<file path="src/rtl/mc_ctrl.sv">
// Multi-cycle MIPS control unit: decodes the IR in DECODE and sequences
// fetch/decode/execute/memory/writeback plus a counted multiply/divide wait.
module mc_ctrl #(
    parameter int MULT_CYCLES = 5,
    parameter int DIV_CYCLES  = 10,
    parameter int MEM_WAIT    = 0
) (
    input  logic        clk,
    input  logic        reset,
    input  logic [31:0] instr,
    input  logic        eq,
    output logic        pc_we,
    output logic        ir_we,
    output logic        reg_we,
    output logic        mem_we,
    output logic        hilo_we,
    output logic        md_busy,
    output logic        md_op,
    output logic        hilo_rd,
    output logic [1:0]  pcsel,
    output logic [1:0]  regdst,
    output logic [1:0]  memtoreg,
    output logic        alusrc,
    output logic [1:0]  extop,
    output logic [1:0]  aluop,
    output logic [2:0]  state
);

    localparam int MD_MAX  = (MULT_CYCLES > DIV_CYCLES) ? MULT_CYCLES : DIV_CYCLES;
    localparam int CNT_MAX = (MD_MAX > MEM_WAIT + 1) ? MD_MAX : MEM_WAIT + 1;
    localparam int CW      = $clog2(CNT_MAX + 1);

    typedef enum logic [2:0] {
        S_FETCH  = 3'd0,
        S_DECODE = 3'd1,
        S_EXEC   = 3'd2,
        S_MEM    = 3'd3,
        S_WB     = 3'd4,
        S_MDWAIT = 3'd5
    } state_t;

    typedef enum logic [3:0] {
        C_NOP  = 4'd0,  C_ADD  = 4'd1,  C_SUB  = 4'd2,  C_JR   = 4'd3,
        C_MULT = 4'd4,  C_DIV  = 4'd5,  C_MFHI = 4'd6,  C_MFLO = 4'd7,
        C_ORI  = 4'd8,  C_LUI  = 4'd9,  C_LW   = 4'd10, C_SW   = 4'd11,
        C_BEQ  = 4'd12, C_JAL  = 4'd13
    } cls_t;

    function automatic cls_t decode_instr(input logic [5:0] op, input logic [5:0] func);
        cls_t c;
        case (op)
            6'b000000: begin
                case (func)
                    6'b100000: c = C_ADD;
                    6'b100010: c = C_SUB;
                    6'b001000: c = C_JR;
                    6'b011000: c = C_MULT;
                    6'b011010: c = C_DIV;
                    6'b010000: c = C_MFHI;
                    6'b010010: c = C_MFLO;
                    default:   c = C_NOP;
                endcase
            end
            6'b001101: c = C_ORI;
            6'b001111: c = C_LUI;
            6'b100011: c = C_LW;
            6'b101011: c = C_SW;
            6'b000100: c = C_BEQ;
            6'b000011: c = C_JAL;
            default:   c = C_NOP;
        endcase
        return c;
    endfunction

    state_t        cur;
    cls_t          cls;
    cls_t          dec;
    logic [CW-1:0] cnt;
    logic          cnt_zero;
    logic          unused_bits;

    assign dec         = decode_instr(instr[31:26], instr[5:0]);
    assign cnt_zero    = (cnt == {CW{1'b0}});
    assign state       = cur;
    assign unused_bits = ^instr[25:6];

    // State sequencing, class latch and the shared MEM/MDWAIT wait counter
    always_ff @(posedge clk or posedge reset) begin
        if (reset) begin
            cur <= S_FETCH;
            cls <= C_NOP;
            cnt <= {CW{1'b0}};
        end else begin
            case (cur)
                S_FETCH: cur <= S_DECODE;
                S_DECODE: begin
                    cls <= dec;
                    case (dec)
                        C_JAL:       cur <= S_WB;
                        C_JR, C_NOP: cur <= S_FETCH;
                        default:     cur <= S_EXEC;
                    endcase
                end
                S_EXEC: begin
                    case (cls)
                        C_BEQ: cur <= S_FETCH;
                        C_LW, C_SW: begin
                            cnt <= CW'(MEM_WAIT);
                            cur <= S_MEM;
                        end
                        C_MULT: begin
                            cnt <= CW'(MULT_CYCLES - 1);
                            cur <= S_MDWAIT;
                        end
                        C_DIV: begin
                            cnt <= CW'(DIV_CYCLES - 1);
                            cur <= S_MDWAIT;
                        end
                        default: cur <= S_WB;
                    endcase
                end
                S_MEM: begin
                    if (cnt_zero) begin
                        cur <= (cls == C_SW) ? S_FETCH : S_WB;
                    end else begin
                        cnt <= cnt - CW'(1);
                    end
                end
                S_WB: cur <= S_FETCH;
                S_MDWAIT: begin
                    if (cnt_zero) begin
                        cur <= S_FETCH;
                    end else begin
                        cnt <= cnt - CW'(1);
                    end
                end
                default: cur <= S_FETCH;
            endcase
        end
    end

    // Write enables and PC select; jr redirects from DECODE before its class is latched
    always_comb begin
        pc_we   = 1'b0;
        ir_we   = 1'b0;
        reg_we  = 1'b0;
        mem_we  = 1'b0;
        hilo_we = 1'b0;
        md_busy = 1'b0;
        pcsel   = 2'd0;
        if (reset) begin
            pc_we = 1'b0;
        end else begin
            case (cur)
                S_FETCH: begin
                    ir_we = 1'b1;
                    pc_we = 1'b1;
                end
                S_DECODE: begin
                    if (dec == C_JR) begin
                        pc_we = 1'b1;
                        pcsel = 2'd3;
                    end else begin
                        pc_we = 1'b0;
                    end
                end
                S_EXEC: begin
                    if (cls == C_BEQ) begin
                        pc_we = eq;
                        pcsel = 2'd1;
                    end else begin
                        pc_we = 1'b0;
                    end
                end
                S_MEM: begin
                    if (cnt_zero && (cls == C_SW)) begin
                        mem_we = 1'b1;
                    end else begin
                        mem_we = 1'b0;
                    end
                end
                S_WB: begin
                    reg_we = 1'b1;
                    if (cls == C_JAL) begin
                        pc_we = 1'b1;
                        pcsel = 2'd2;
                    end else begin
                        pc_we = 1'b0;
                    end
                end
                S_MDWAIT: begin
                    md_busy = 1'b1;
                    if (cnt_zero) begin
                        hilo_we = 1'b1;
                    end else begin
                        hilo_we = 1'b0;
                    end
                end
                default: pc_we = 1'b0;
            endcase
        end
    end

    // Datapath selects depend only on the latched class
    always_comb begin
        regdst   = 2'd0;
        memtoreg = 2'd0;
        alusrc   = 1'b0;
        extop    = 2'd0;
        aluop    = 2'd0;
        hilo_rd  = 1'b0;
        md_op    = 1'b0;
        case (cls)
            C_ADD: regdst = 2'd1;
            C_SUB: begin
                regdst = 2'd1;
                aluop  = 2'd1;
            end
            C_MFHI: begin
                regdst   = 2'd1;
                memtoreg = 2'd3;
            end
            C_MFLO: begin
                regdst   = 2'd1;
                memtoreg = 2'd3;
                hilo_rd  = 1'b1;
            end
            C_ORI: begin
                alusrc = 1'b1;
                aluop  = 2'd2;
            end
            C_LUI: begin
                alusrc = 1'b1;
                extop  = 2'd2;
            end
            C_LW: begin
                alusrc   = 1'b1;
                extop    = 2'd1;
                memtoreg = 2'd1;
            end
            C_SW: begin
                alusrc = 1'b1;
                extop  = 2'd1;
            end
            C_BEQ: begin
                extop = 2'd1;
                aluop = 2'd3;
            end
            C_JAL: begin
                regdst   = 2'd2;
                memtoreg = 2'd2;
            end
            C_DIV: md_op = 1'b1;
            default: md_op = 1'b0;
        endcase
    end

endmodule

</file>
<file path="config.mk">
export PLATFORM = sky130hd
export DESIGN_NAME = mc_ctrl
export DESIGN_NICKNAME = d
export VERILOG_FILES = /design/src/rtl/mc_ctrl.sv
export SDC_FILE = /design/constraint.sdc
export NUM_CORES = 1
export LEC_CHECK = 0
export BUFFER_PORTS_ARGS = -buffer_cell sky130_fd_sc_hd__buf_4
export CORE_MARGIN = 1
export CORE_UTILIZATION = 49
export DETAILED_ROUTE_END_ITERATION = 10
export MAX_ROUTING_LAYER = met4
export PLACE_DENSITY = 0.85
export SLEW_MARGIN = 20
export SYNTH_ARGS = -nofsm -noshare
export SYNTH_HDL_FRONTEND = slang
export SYNTH_SLANG_ARGS = --single-unit
</file>
<file path="constraint.sdc">
create_clock -name clk -period 5.1 [get_ports clk]
set_clock_uncertainty 0.05 [all_clocks]
set_input_delay 1.02 -clock clk [delete_from_list [all_inputs] [get_ports clk]]
set_output_delay 1.02 -clock clk [all_outputs]
set_load 0.02 [all_outputs]
</file>
==> impl_metrics.ini <==
[clock_tree]
clk_path_buf_depth = 2
cts_tree = done
cts_hold_buf = 0
clk_latency_ns = 0.28
cts_resized = 0
htree_num_levels = 1
clock-root-buffer = clkbuf_4
cts_made_buffers = 3
post-cts-setup-buffers = 0
path_clk_slew_ns = 0.08
clock-sinks = 11

[worst_setup_path]
arrival_ns = 2.57
cp_top_family = simple AND/OR/NAND/NOR gates
critPathKind = in -> out
start_kind = input pin
worstReg2RegEnd = state[0]
path_max_fanout = 4
rr_startpoint = cnt[0]
crit_buf_inv = 2
critPathSlowestCell = nor4_2
cp_common_cell = buf_4
rr_worst_depth = 7
crit_chain = buf_4, nor4_2, and2_2, a32oi_1, and3b_1, nand3_2, a311oi_2, buf_4
reg2reg_setup_slack_ns = 3.05
critPathCaptureType = output pin
required_ns = 4.03
crit_path_max_incr_delay_ns = 0.30

[synth]
yosysSeqAreaShare = 0.239
synth_nets = 187
synth_top_area_frac = 0.239
synth-seq-cells = 11
syn_inst = 151
synthTopCellsByArea = dfrtp_1, nor2_1, nand2_1, o21ai_0, nor3_1
yosys_most_used_dff = dfrtp_1
synthesis.area_sq_um = 1150
synthArstFlopShare = 1.00
synth_warnings = 0
synth_enable_flop_cells = 0
avgSynthCellArea_sq_um = 7.63
synth_cell_types = 52
yosysTopAreaCell = dfrtp_1

[grt]
antenna_found_initial = 0
track_usage = 0.265
grt_first_pass_wirelength_um = 4940
grt_pass1_vias = 1126
grt.overflow.total = 0
grt_start_max_net_pins = 20

[pwr]
p_per_area_nw_per_um2 = 279
leakage_nw = 0.669
ir_drop_mv = 0.194

[placement]
dp_hpwl_um = 2240
io_buffers = 36
finalWeightedCongestion = 0.801
dpl_cell_area_sq_um = 1390

[drt]
vias_per_cell = 5.82
post_drt_wl_per_cell_um = 13.9
drc = 0
antenna_left = 0
drt-total-wl_um = 2920
drt_iter0_markers = 38
drt-pass1-iter-count = 4
dr_total_vias = 1222

[timing]
clock.fmax_mhz = 275
tightest_slew_ns = 0.536
post-route-min-period_ns = 3.64
finalHoldViolCount = 0
final-max-slew-violation-count = 0
rsz0062_at_grt = false
min_period_over_period = 0.713
setup_viol_count_final = 0
finalSetupTns_ns = 0
slew_headroom = 0.642

[hold_path]
min_delay_worst_endpoint = cnt[0]
hp-class = reg -> reg
holdPathStages = 1
worstHoldStart = cnt[0]

[die]
num_rows = 17
start_util = 0.521
die_height_um = 50.5
fp.dieW_um = 50.5
dieArea_sq_um = 2550
core_sq_um = 2210
ios = 57

[cells_and_area]
post_route_cells_drive_above_1_share = 0.275
fin_area_sq_um = 1420
n_antenna_cell = 0
area_growth_pct = 22.9
nets = 219

[job]
cap_violations = 0

[outcome]
status = completed
[registers in the layout, indices dropped and copies added (netlist names)]
| register | count |
|---|---|
| cnt | 4 |
| state | 3 |
| cls | 4 |
[power by group]
| group | internal (W) | switching, W |
|---|---|---|
| Sequential | 0.0000992 | 0.0000424 |
| Clock | 0.0000304 | 0.0000338 |
| Combinational | 0.0000855 | 0.000104 |
[how the worst max path moves through the flow]
stage	start	to	slack, ns	cells past startpoint
after floorplan	instr[26]	pc_we	1.72	6
after global placement	instr[26]	pc_we	1.53	8
after detailed placement	instr[26]	pc_we	1.46	8
after CTS	instr[26]	pc_we	1.45	8
after global routing	instr[26]	pc_we	1.37	8
final	instr[26]	pc_we	1.46	8
[kinds of logic (layout without fill, tap and decap cells)]
logic type | count (synthesis) | in the layout | synth area share
AO/OA/AOI/OAI | 36 | 36 | 0.222
buffers and inverters | 18 | 49 | 0.0879
adder cells (fa/ha/maj) | 2 | 2 | 0.0195
XOR/XNOR | 4 | 4 | 0.0304
multiplexers | 2 | 2 | 0.0174
flip-flops | 11 | 11 | 0.239
AND/OR/NAND/NOR | 78 | 78 | 0.384
[cell type report]
class / count / area [sq um]
Sequential cell: 11 / 275
Multi-Input combinational cell: 122 / 776
Clock buffer: 4 / 26.3
Inverter: 9 / 33.8
Tap cell: 28 / 35.0
Timing Repair Buffer: 36 / 270
Fill cell: 181 / 796
[routing by layer]
layer / wire length, um / global-route usage
met1: 1160 / 0.296
met5: 0 / -
met4: 59 / 0.0972
met3: 114 / 0.0485
met2: 1590 / 0.467
[Yosys cell counts, drive strengths merged (2+ instances only)]
| cell type | number |
|---|---|
| or3b | 3 |
| nor3b | 2 |
| o21ai | 16 |
| xnor2 | 2 |
| a21oi | 5 |
| clkbuf | 4 |
| a32oi | 2 |
| mux2i | 2 |
| buf | 5 |
| nand2b | 5 |
| inv | 9 |
| and3 | 2 |
| xor2 | 2 |
| and3b | 2 |
| a22o | 3 |
| nand3b | 3 |
| nor2 | 17 |
| nor3 | 8 |
| nor4 | 3 |
| and2 | 3 |
| dfrtp | 11 |
| nand2 | 13 |
| nand3 | 5 |
| nor2b | 6 |
| a211o | 2 |
[placed cells by master, fill, tap and decap left out, types with 2 or more instances in the layout]
cell type   n
nor4_1      2
or3b_1      3
buf_4      36
nor2_1     17
a21oi_1     5
xnor2_1     2
inv_1       8
xor2_1      2
a32oi_1     2
nand3b_1    3
o21ai_2     2
clkbuf_4    3
and3_1      2
mux2i_1     2
o21ai_1     5
and2_1      2
a22o_1      3
nor2b_1     6
dfrtp_1    11
nor3_1      8
and3b_1     2
o21ai_0     9
nand2b_1    5
nand2_1    13
nand3_1     4
[stage by stage]
step	setup slack [ns]	total power (W)	instances	hold slack, ns	util
2_1_floorplan	1.72	0.000289	151	0.423	-
3_3_place_gp	1.53	0.000321	206	0.455	0.628
3_5_place_dp	1.46	0.000330	206	0.461	0.628
4_1_cts	1.45	0.000392	210	0.472	0.640
5_1_grt	1.37	0.000425	210	0.502	0.640
6_report	1.46	0.000396	210	0.478	0.640
Note: power is estimated with default switching activity, not from simulation.
